### src/rtl/alu_pkg.sv
// Shared types for the handshaked ALU: opcodes, FSM states and flag bit positions.
`timescale 1ns/1ps
package alu_pkg;

    typedef enum logic [2:0] {
        OP_ADD = 3'd0,
        OP_SUB = 3'd1,
        OP_AND = 3'd2,
        OP_OR  = 3'd3,
        OP_XOR = 3'd4,
        OP_SHL = 3'd5,
        OP_MUL = 3'd6,
        OP_CMP = 3'd7
    } op_t;

    typedef enum logic [1:0] {
        ST_IDLE = 2'd0,
        ST_BUSY = 2'd1,
        ST_DONE = 2'd2
    } state_t;

    localparam int FLAG_N = 3;
    localparam int FLAG_Z = 2;
    localparam int FLAG_C = 1;
    localparam int FLAG_V = 0;

    // CMP is a subtract whose only side effects are result and (optionally) flags.
    function automatic logic is_sub(input op_t op);
        return (op == OP_SUB) || (op == OP_CMP);
    endfunction

endpackage

### src/rtl/alu_core.sv
// Combinational single-cycle ALU operations with NZCV generation.
// MUL is not handled here; the top iterates it and builds its own flags.
`timescale 1ns/1ps
module alu_core
    import alu_pkg::*;
#(
    parameter int WIDTH = 8
) (
    input  op_t              op,
    input  logic [WIDTH-1:0] a,
    input  logic [WIDTH-1:0] b,
    output logic [WIDTH-1:0] result,
    output logic [3:0]       flags
);

    localparam int SW = $clog2(WIDTH);

    logic             sub;
    logic [WIDTH-1:0] bx;
    logic [WIDTH:0]   sum;
    logic [WIDTH:0]   shl_wide;
    logic [SW-1:0]    shamt;
    logic             c;
    logic             v;

    always_comb begin
        sub      = is_sub(op);
        bx       = sub ? ~b : b;
        sum      = {1'b0, a} + {1'b0, bx} + {{WIDTH{1'b0}}, sub};
        shamt    = b[SW-1:0];
        // The bit shifted out past the MSB lands in shl_wide[WIDTH]; zero when shamt==0.
        shl_wide = {1'b0, a} << shamt;

        result = '0;
        c      = 1'b0;
        v      = 1'b0;
        case (op)
            OP_ADD, OP_SUB, OP_CMP: begin
                result = sum[WIDTH-1:0];
                c      = sum[WIDTH];
                v      = (a[WIDTH-1] ~^ bx[WIDTH-1]) & (sum[WIDTH-1] ^ a[WIDTH-1]);
            end
            OP_AND: result = a & b;
            OP_OR:  result = a | b;
            OP_XOR: result = a ^ b;
            OP_SHL: begin
                result = shl_wide[WIDTH-1:0];
                c      = shl_wide[WIDTH];
            end
            default: result = '0;
        endcase

        flags         = '0;
        flags[FLAG_N] = result[WIDTH-1];
        flags[FLAG_Z] = (result == '0);
        flags[FLAG_C] = c;
        flags[FLAG_V] = v;
    end

endmodule

### src/rtl/alu_seq_flags.sv
// Handshaked ALU: IDLE/BUSY/DONE sequencer, iterative shift-add multiplier,
// and the result / NZCV registers that persist between operations.
`timescale 1ns/1ps
module alu_seq_flags
    import alu_pkg::*;
#(
    parameter int WIDTH = 8
) (
    input  logic             clk,
    input  logic             rst_n,
    input  logic             in_valid,
    output logic             in_ready,
    input  op_t              op,
    input  logic [WIDTH-1:0] a,
    input  logic [WIDTH-1:0] b,
    input  logic             set_flags,
    output logic             out_valid,
    input  logic             out_ready,
    output logic [WIDTH-1:0] result,
    output logic [3:0]       flags
);

    // state   | meaning
    // IDLE    | waiting for an operation, in_ready=1
    // BUSY    | MUL iterating, one partial product per cycle
    // DONE    | result held, out_valid=1 until out_ready

    localparam int CW = $clog2(WIDTH);

    state_t             state_q, state_d;
    logic               accept;
    logic               load;
    logic               mul_last;

    logic [WIDTH-1:0]   core_result;
    logic [3:0]         core_flags;

    logic [2*WIDTH-1:0] mcand_q;
    logic [WIDTH-1:0]   mplier_q;
    logic [2*WIDTH-1:0] acc_q;
    logic [2*WIDTH-1:0] acc_step;
    logic [CW-1:0]      cnt_q;
    logic               set_q;

    logic [WIDTH-1:0]   commit_result;
    logic [3:0]         commit_flags;
    logic               commit_set;

    logic [WIDTH-1:0]   result_q;
    logic [3:0]         flags_q;

    alu_core #(.WIDTH(WIDTH)) u_core (
        .op     (op),
        .a      (a),
        .b      (b),
        .result (core_result),
        .flags  (core_flags)
    );

    assign in_ready  = (state_q == ST_IDLE);
    assign out_valid = (state_q == ST_DONE);
    assign accept    = in_valid && in_ready;
    assign mul_last  = (state_q == ST_BUSY) && (cnt_q == CW'(WIDTH - 1));
    assign acc_step  = acc_q + (mplier_q[0] ? mcand_q : '0);
    assign result    = result_q;
    assign flags     = flags_q;

    always_ff @(posedge clk or negedge rst_n) begin
        if (!rst_n) begin
            state_q <= ST_IDLE;
        end else begin
            state_q <= state_d;
        end
    end

    always_comb begin
        state_d       = state_q;
        load          = 1'b0;
        commit_result = core_result;
        commit_flags  = core_flags;
        commit_set    = set_flags;
        case (state_q)
            ST_IDLE: begin
                if (accept) begin
                    if (op == OP_MUL) begin
                        state_d = ST_BUSY;
                    end else begin
                        state_d = ST_DONE;
                        load    = 1'b1;
                    end
                end
            end
            ST_BUSY: begin
                commit_result         = acc_step[WIDTH-1:0];
                commit_flags          = '0;
                commit_flags[FLAG_N]  = acc_step[WIDTH-1];
                commit_flags[FLAG_Z]  = (acc_step[WIDTH-1:0] == '0);
                commit_flags[FLAG_C]  = |acc_step[2*WIDTH-1:WIDTH];
                commit_set            = set_q;
                if (mul_last) begin
                    state_d = ST_DONE;
                    load    = 1'b1;
                end
            end
            ST_DONE: begin
                if (out_ready) begin
                    state_d = ST_IDLE;
                end
            end
            default: state_d = ST_IDLE;
        endcase
    end

    // Multiplicand walks left while the multiplier walks right, so bit 0 of
    // mplier_q always selects whether the current shifted multiplicand is added.
    always_ff @(posedge clk or negedge rst_n) begin
        if (!rst_n) begin
            mcand_q  <= '0;
            mplier_q <= '0;
            acc_q    <= '0;
            cnt_q    <= '0;
            set_q    <= 1'b0;
        end else if (accept && (op == OP_MUL)) begin
            mcand_q  <= {{WIDTH{1'b0}}, a};
            mplier_q <= b;
            acc_q    <= '0;
            cnt_q    <= '0;
            set_q    <= set_flags;
        end else if (state_q == ST_BUSY) begin
            mcand_q  <= mcand_q << 1;
            mplier_q <= mplier_q >> 1;
            acc_q    <= acc_step;
            cnt_q    <= cnt_q + CW'(1);
        end
    end

    always_ff @(posedge clk or negedge rst_n) begin
        if (!rst_n) begin
            result_q <= '0;
            flags_q  <= 4'b0000;
        end else if (load) begin
            result_q <= commit_result;
            if (commit_set) begin
                flags_q <= commit_flags;
            end
        end
    end

endmodule

### config.mk
export PLATFORM = sky130hd
export DESIGN_NAME = alu_seq_flags
export DESIGN_NICKNAME = d
export VERILOG_FILES = /design/src/rtl/alu_pkg.sv /design/src/rtl/alu_core.sv /design/src/rtl/alu_seq_flags.sv
export SDC_FILE = /design/constraint.sdc
export NUM_CORES = 1
export LEC_CHECK = 0
export CORE_ASPECT_RATIO = 1.4
export CORE_MARGIN = 2
export CORE_UTILIZATION = 50
export DETAILED_ROUTE_END_ITERATION = 10
export PLACE_DENSITY = 0.84
export SETUP_SLACK_MARGIN = 0.1
export SYNTH_ARGS = -nofsm -noshare
export SYNTH_HDL_FRONTEND = slang
export SYNTH_SLANG_ARGS = --single-unit
### constraint.sdc
create_clock -name clk -period 2.7 [get_ports clk]
set_clock_uncertainty 0.2 [all_clocks]
set_input_delay 0.405 -clock clk [delete_from_list [all_inputs] [get_ports clk]]
set_output_delay 0.405 -clock clk [all_outputs]
set_load 0.03 [all_outputs]
Word-level counts from Yosys, hierarchy flattened:

Index checks and enable logic that the tools add are counted.

* register bits after elaboration: 58
* input port bits: 24
* output and inout port bits: 14
* logic and storage cells: 71

* add/sub/neg operators: 4
* equality and inequality tests: 13
* shifts and indexed selects: 1
* muxes and demuxes: 25
* bitwise gates (word level): 7
* reduce and logical (&&, ||, !) cells: 13

Operators with widths (number)
* $mux W16: 5
* $pmux W8 S5: 1
* $mux W8: 4
* $add A16 B16 Y16: 1
* $logic_not A8 Y1: 2
* $eq A3 B3 Y1 const B: 5
* $add A8 B8 Y9: 1
* $add A9 B1 Y9: 1
* $shl A8 B3 Y9: 1
* $and A8 B8 Y8: 1
* $mux W2: 4
* $not A8 Y8: 1
* $or A8 B8 Y8: 1
* $reduce_or A8 Y1: 1
* $xor A8 B8 Y8: 1
* $eq A3 B2 Y1 const B: 2
* $mux W3: 2
* $pmux W2 S3: 1
* $mux W1: 5
* $mux W4: 1
* $ne A2 B1 Y1 const B: 2
* $pmux W1 S2: 2
* $add A3 B1 Y3 const B: 1
* $eq A3 B1 Y1 const B: 1
* other kinds (14): 16

Depth between registers and ports, before layout:

* depth in word-level cells: 9
* depth in mapped cells: 13
* depth with buffers taken out: 12

By module:

Synthesis repeated with hierarchy kept, for this count alone.

* cell total of the unflattened synthesis: 543
* area total of the unflattened synthesis: 4565.6 µm²

By module, submodules not included
* alu_seq_flags: times used 1, cells an instance 364, area each 3249.4 µm², sequential area each 1451.4 µm²
* alu_core: times used 1, cells an instance 179, area each 1316.3 µm², sequential area each 0.0 µm²

Worst setup path before layout:

OpenSTA, ideal clock, no wires.

* kind: input-to-reg
* start: in op[0]
* end: reg flags_q[2], in the netlist flags[2]
* setup time: 76 ps
* arrival: 2907 ps
* data required time: 2424 ps
* slack: -483 ps
* stages on the path: 13
* path buffers: 2
* path through: buf_4 buf_2 nand2_1 xnor2_1 inv_1 fa_1 mux2i_1 a22o_1 a221oi_1 nand3_1 nor4_1 nand4_1 o21ai_1

* longest elaborated chain between the ends: 8
* elaborated cells on any way between the ends: 20
* those cells by class: 2 x add/sub; 7 x eq/ne; 6 x mux; 5 x reduce/logical

Ends and longest elaborated chain
* start, declared: RTL line alu_seq_flags.sv:13 `input op_t op,`
* $eq A3 B1 Y1 / $eq A3 B3 Y1 (equally long branches): RTL line alu_pkg.sv:29, alu_core.sv:37
* $logic_or A1 B1 Y1: RTL line alu_pkg.sv:29 `return (op == OP_SUB) || (op == OP_CMP);`
* $mux W8: RTL line alu_core.sv:28 `bx = sub ? ~b : b;`
* $add A8 B8 Y9: RTL line alu_core.sv:29 `sum = {1'b0, a} + {1'b0, bx} + {{WIDTH{1'b0}}, sub};`
* $add A9 B1 Y9: RTL line alu_core.sv:29
* $pmux W8 S5: RTL line alu_core.sv:37 `case (op)`
* $logic_not A8 Y1: RTL line alu_core.sv:55 `flags[FLAG_Z] = (result == '0);`
* $mux W4: RTL line alu_seq_flags.sv:82 `case (state_q)`
* end signal, assigned: RTL line alu_seq_flags.sv:144 `flags_q <= commit_flags;`
* end, declared: RTL line alu_seq_flags.sv:50 `logic [3:0] flags_q;`

Several ways; a longest one is shown, not always the timed one.
A chain may end at the register's enable or synchronous reset.

Worst setup path in the final report:

* start: in op[1]
* end: reg flags_q[2], in the netlist flags[2]

Same word-level chain as after synthesis.

==> out/qor.csv <==
stage;metric;value;unit
setup_path;slowest stage cell on the critical path;fa_1;
floorplan;Die H;118;um
pwr;switching part of the total;0.395;
setup_path;Worst setup EP type;flip-flop;
floorplan;cell row count;41;
clocking;CTS Buf Count;9;
logic_synthesis;synthesized area per cell;8.71;sq um
floorplan;count of boundary I/O pins;38;
sta;hold slack;0.281;ns
sta;actual slew at the worst max-slew pin;0.800;ns
cells_and_area;fraction of layout cells with a size suffix above 1;0.322;
clocking;Clock Latency Late Sink;0.34;ns
setup_path;CP Data Required Time;2.76;ns
run_status;status;complete, but fails checks;
sta;setup TNS;-0.357;ns
floorplan;die width;85.2;um
setup_path;CP Class;in2reg;
logic_synthesis;Mapped Cells;530;
sta;Slew headroom;0.461;
routing;DR iter-0 viols;371;
cells_and_area;final net count;734;
setup_path;crit path cell chain;buf_8 > xnor2_4 > nand2_8 > buf_12 > nor2_4 > a21oi_2 > fa_1 > mux2i_1 > a22o_1 > a221oi_2 > nand3_1 > nor4_2 > nand4_1 > o21ai_1;
routing;DR vias/cell;6.16;
cells_and_area;Finished Cell Area;6670;sq um
sta;Fin. Hold Viols;0;
clocking;H-Tree Depth;3;
logic_synthesis;ys async rst share;1.00;
pwr;worst vdd ir;0.658;mV
sta;unrepaired setup endpoints after global routing;true;
cells_and_area;area delta synth->final;44.5;%
setup_path;crit path buf inv count;2;
routing;total number of vias;4788;
cells_and_area;Reg area;1450;sq um
global_routing;initial antenna violation count;0;
pwr;Power Dens Cells;856;nW/um^2
placed_design;dpl cell area;5830;sq um
pwr;Pleak;3.19;nW
logic_synthesis;synth top area cells;dfrtp_1 (31%), ha_1 (12%), nand2_1 (7.4%), o21ai_0 (4.8%), mux2i_1 (4.6%);
floorplan;core area;8980;sq um
sta;period utilization;1.05;
setup_path;crit-path max FO;3;
flow_run;Max-Cap Viols;0;
pwr;combinational share of power;0.527;
sta;Max Fclk;354;MHz
logic_synthesis;largest area contributor in the netlist;dfrtp_1;
sta;Final setup viols;6;
global_routing;total grt overflow;0;
min_path;worst hold path type;reg2reg;
logic_synthesis;Seq cells post-synth;58;
sta;Final min period;2.82;ns
placed_design;DP HPWL;10500;um
floorplan;starting density of the core;0.514;
routing;Routed wire per std cell;19.8;um
logic_synthesis;EDFF count, synth;0;
pwr;Clk pwr share;0.197;
sta;setup slack after layout;-0.122;ns
pwr;total power;5.71;mW
setup_path;critical path data arrival time;2.88;ns
clocking;Clock transition at path regs;0.05;ns
cells_and_area;ANT cells;0;
pwr;Int Pwr;3.46;mW
cells_and_area;Multi-input gate area;3400;sq um
global_routing;Global Route Usage Sum;0.299;
setup_path;CP delay by family, top;compound AO/OA/AOI/OAI gates;
sta;Max Slew Vio Count;0;
floorplan;Die ar.;10000;sq um
clocking;CTS tree;yes;
routing;number of routed nets with antenna violations;0;
logic_synthesis;mapped cell area;4620;sq um
setup_path;Crit path largest cell delay;0.51;ns
pwr;Flop pwr share;0.276;
cells_and_area;fillcell total;584;
routing;first-pass iteration count of the detailed router;8;
run_status;failing checks;setup timing;
placed_design;port buffer count;37;
logic_synthesis;Synth top area share;0.314;
logic_synthesis;YS warnings;0;
logic_synthesis;register area share after synthesis;0.314;
global_routing;vias in the first global route;4889;
pwr;switching pwr;2.26;mW
logic_synthesis;Top FF cell, synth;dfrtp_1;
routing;final wirelength;15400;um
routing;DR DRC count;0;
setup_path;Worst Setup Start Kind;input port;
clocking;clock root buffer;clkbuf_16;
logic_synthesis;syn nets;599;
cells_and_area;final non-filler cell total;777;
global_routing;first-pass GRT wire length;23700;um
global_routing;largest net degree at the start of global routing;45;
clocking;TritonCTS Sinks;58;
placed_design;# placed instances;744;
clocking;CTS max path bufs;2;
logic_synthesis;Yosys cell types;63;
placed_design;routability-driven placement congestion ratio;0.934;
==> state kept, by name, indices dropped and copies added (netlist names) <==
register,flops
mcand_q,16
state_q,2
cnt_q,3
acc_q,16
result,8
set_q,1
mplier_q,8
flags,4
==> what timing repair did <==
item,CTS,global route
hold buffers,1,0
endpoints found under the hold margin,22,0
setup endpoints to repair,13,18
buffers inserted,11,7
pin swaps,25,37
cloned,0,0
resized for setup,62,49
==> cell usage after synthesis (all sizes together), types with 2 or more instances <==
library cell / number
a221oi: 3
a21boi: 2
a21oi: 19
nand2b: 9
a2111oi: 2
fa: 2
inv: 33
xor2: 8
mux2: 8
dfrtp: 58
o21bai: 3
xnor2: 19
a222oi: 3
ha: 43
nand3: 8
o221ai: 2
o22ai: 2
o2bb2ai: 2
mux2i: 21
a22oi: 11
o21ai: 50
mux4: 4
buf: 9
clkbuf: 16
nor3: 8
nor2b: 7
nand2: 91
a2bb2oi: 2
o211ai: 5
or2: 3
and3: 3
a21o: 3
nand4: 3
nor2: 19
nand4b: 4
a22o: 5
a31oi: 5
and2: 17
==> per-stage QoR <==
step                setup WS [ns]   util
floorplan                 -0.0328      -
global placement           -0.744  0.650
detailed placement         -0.961  0.650
CTS                        -0.132  0.707
global route               -0.239  0.743
finish                     -0.122  0.743
==> power groups by stage <==
stage	combinational [mW]	clock, mW	sequential (mW)
after CTS	2.65	1.13	1.54
final	3.01	1.12	1.58
after detailed placement	2.47	0	1.54
after floorplan	1.38	0	1.61
after global placement	2.39	0	1.51
after global routing	3.23	1.18	1.61
==> tightest hold or removal path: cells and delay by family (launching register included) <==
kind	cells	cell delay [ns]
flip-flops	1	0.34
AND/OR/NAND/NOR	2	0.11
==> cells by family after synthesis <==
logic type,Yosys count,share of synthesized area
AO/OA/AOI/OAI,128,0.185
flip-flops,58,0.314
adder cells (fa/ha/maj),45,0.125
buffers and inverters,58,0.0496
multiplexers,33,0.0846
AND/OR/NAND/NOR,181,0.190
XOR/XNOR,27,0.0512
==> final timing paths <==
| path | from | to | slack [ns] | depth (start not counted) |
|---|---|---|---|---|
| min in group asynchronous | rst_n | mcand_q[14]$_DFFE_PN0P_ | 0.41 | 2 |
| hold reg to reg | mplier_q[1]$_DFFE_PN0P_ | mplier_q[1]$_DFFE_PN0P_ | 0.28 | 2 |
| hold / removal | mplier_q[1]$_DFFE_PN0P_ | mplier_q[1]$_DFFE_PN0P_ | 0.28 | 2 |
| setup / recovery | op[1] | flags[2]$_DFFE_PN0P_ | -0.12 | 14 |
| max in group asynchronous | rst_n | mplier_q[0]$_DFFE_PN0P_ | 1.18 | 3 |
| setup reg to reg | mplier_q[0]$_DFFE_PN0P_ | flags[2]$_DFFE_PN0P_ | -0.05 | 11 |
==> cells in the final DEF (no fill, tap or decap), types with 8 or more instances in the layout <==
| cell type | n |
|---|---|
| nor2_1 | 15 |
| xnor2_1 | 9 |
| buf_4 | 103 |
| nand2_1 | 88 |
| dlygate4sd2_1 | 8 |
| clkbuf_16 | 9 |
| a22oi_1 | 11 |
| and2_1 | 14 |
| dfrtp_1 | 57 |
| mux2i_1 | 21 |
| o21ai_0 | 35 |
| nand2b_1 | 9 |
| inv_1 | 32 |
| clkdlybuf4s50_1 | 25 |
| ha_1 | 36 |
| a21oi_1 | 11 |
==> final cells by class <==
cell class                      instances  share of cell area
Inverter                               33              0.0186
Multi-Input combinational cell        414               0.510
Timing Repair Buffer                  149               0.188
Clock buffer                           15              0.0447
Sequential cell                        58               0.218
Clock inverter                          1            0.000750
Tap cell                              107              0.0201
==> metal layers <==
metal / GRT usage / wire length, um / vias to the layer above
met3: 0.0470 / 768 / 84
met5: 0 / 0 / -
met4: 0.232 / 1190 / 0
met2: 0.516 / 8090 / 242
li1: - / - / 2146
met1: 0.315 / 5330 / 2316
Note: power is estimated with default switching activity, not from simulation.
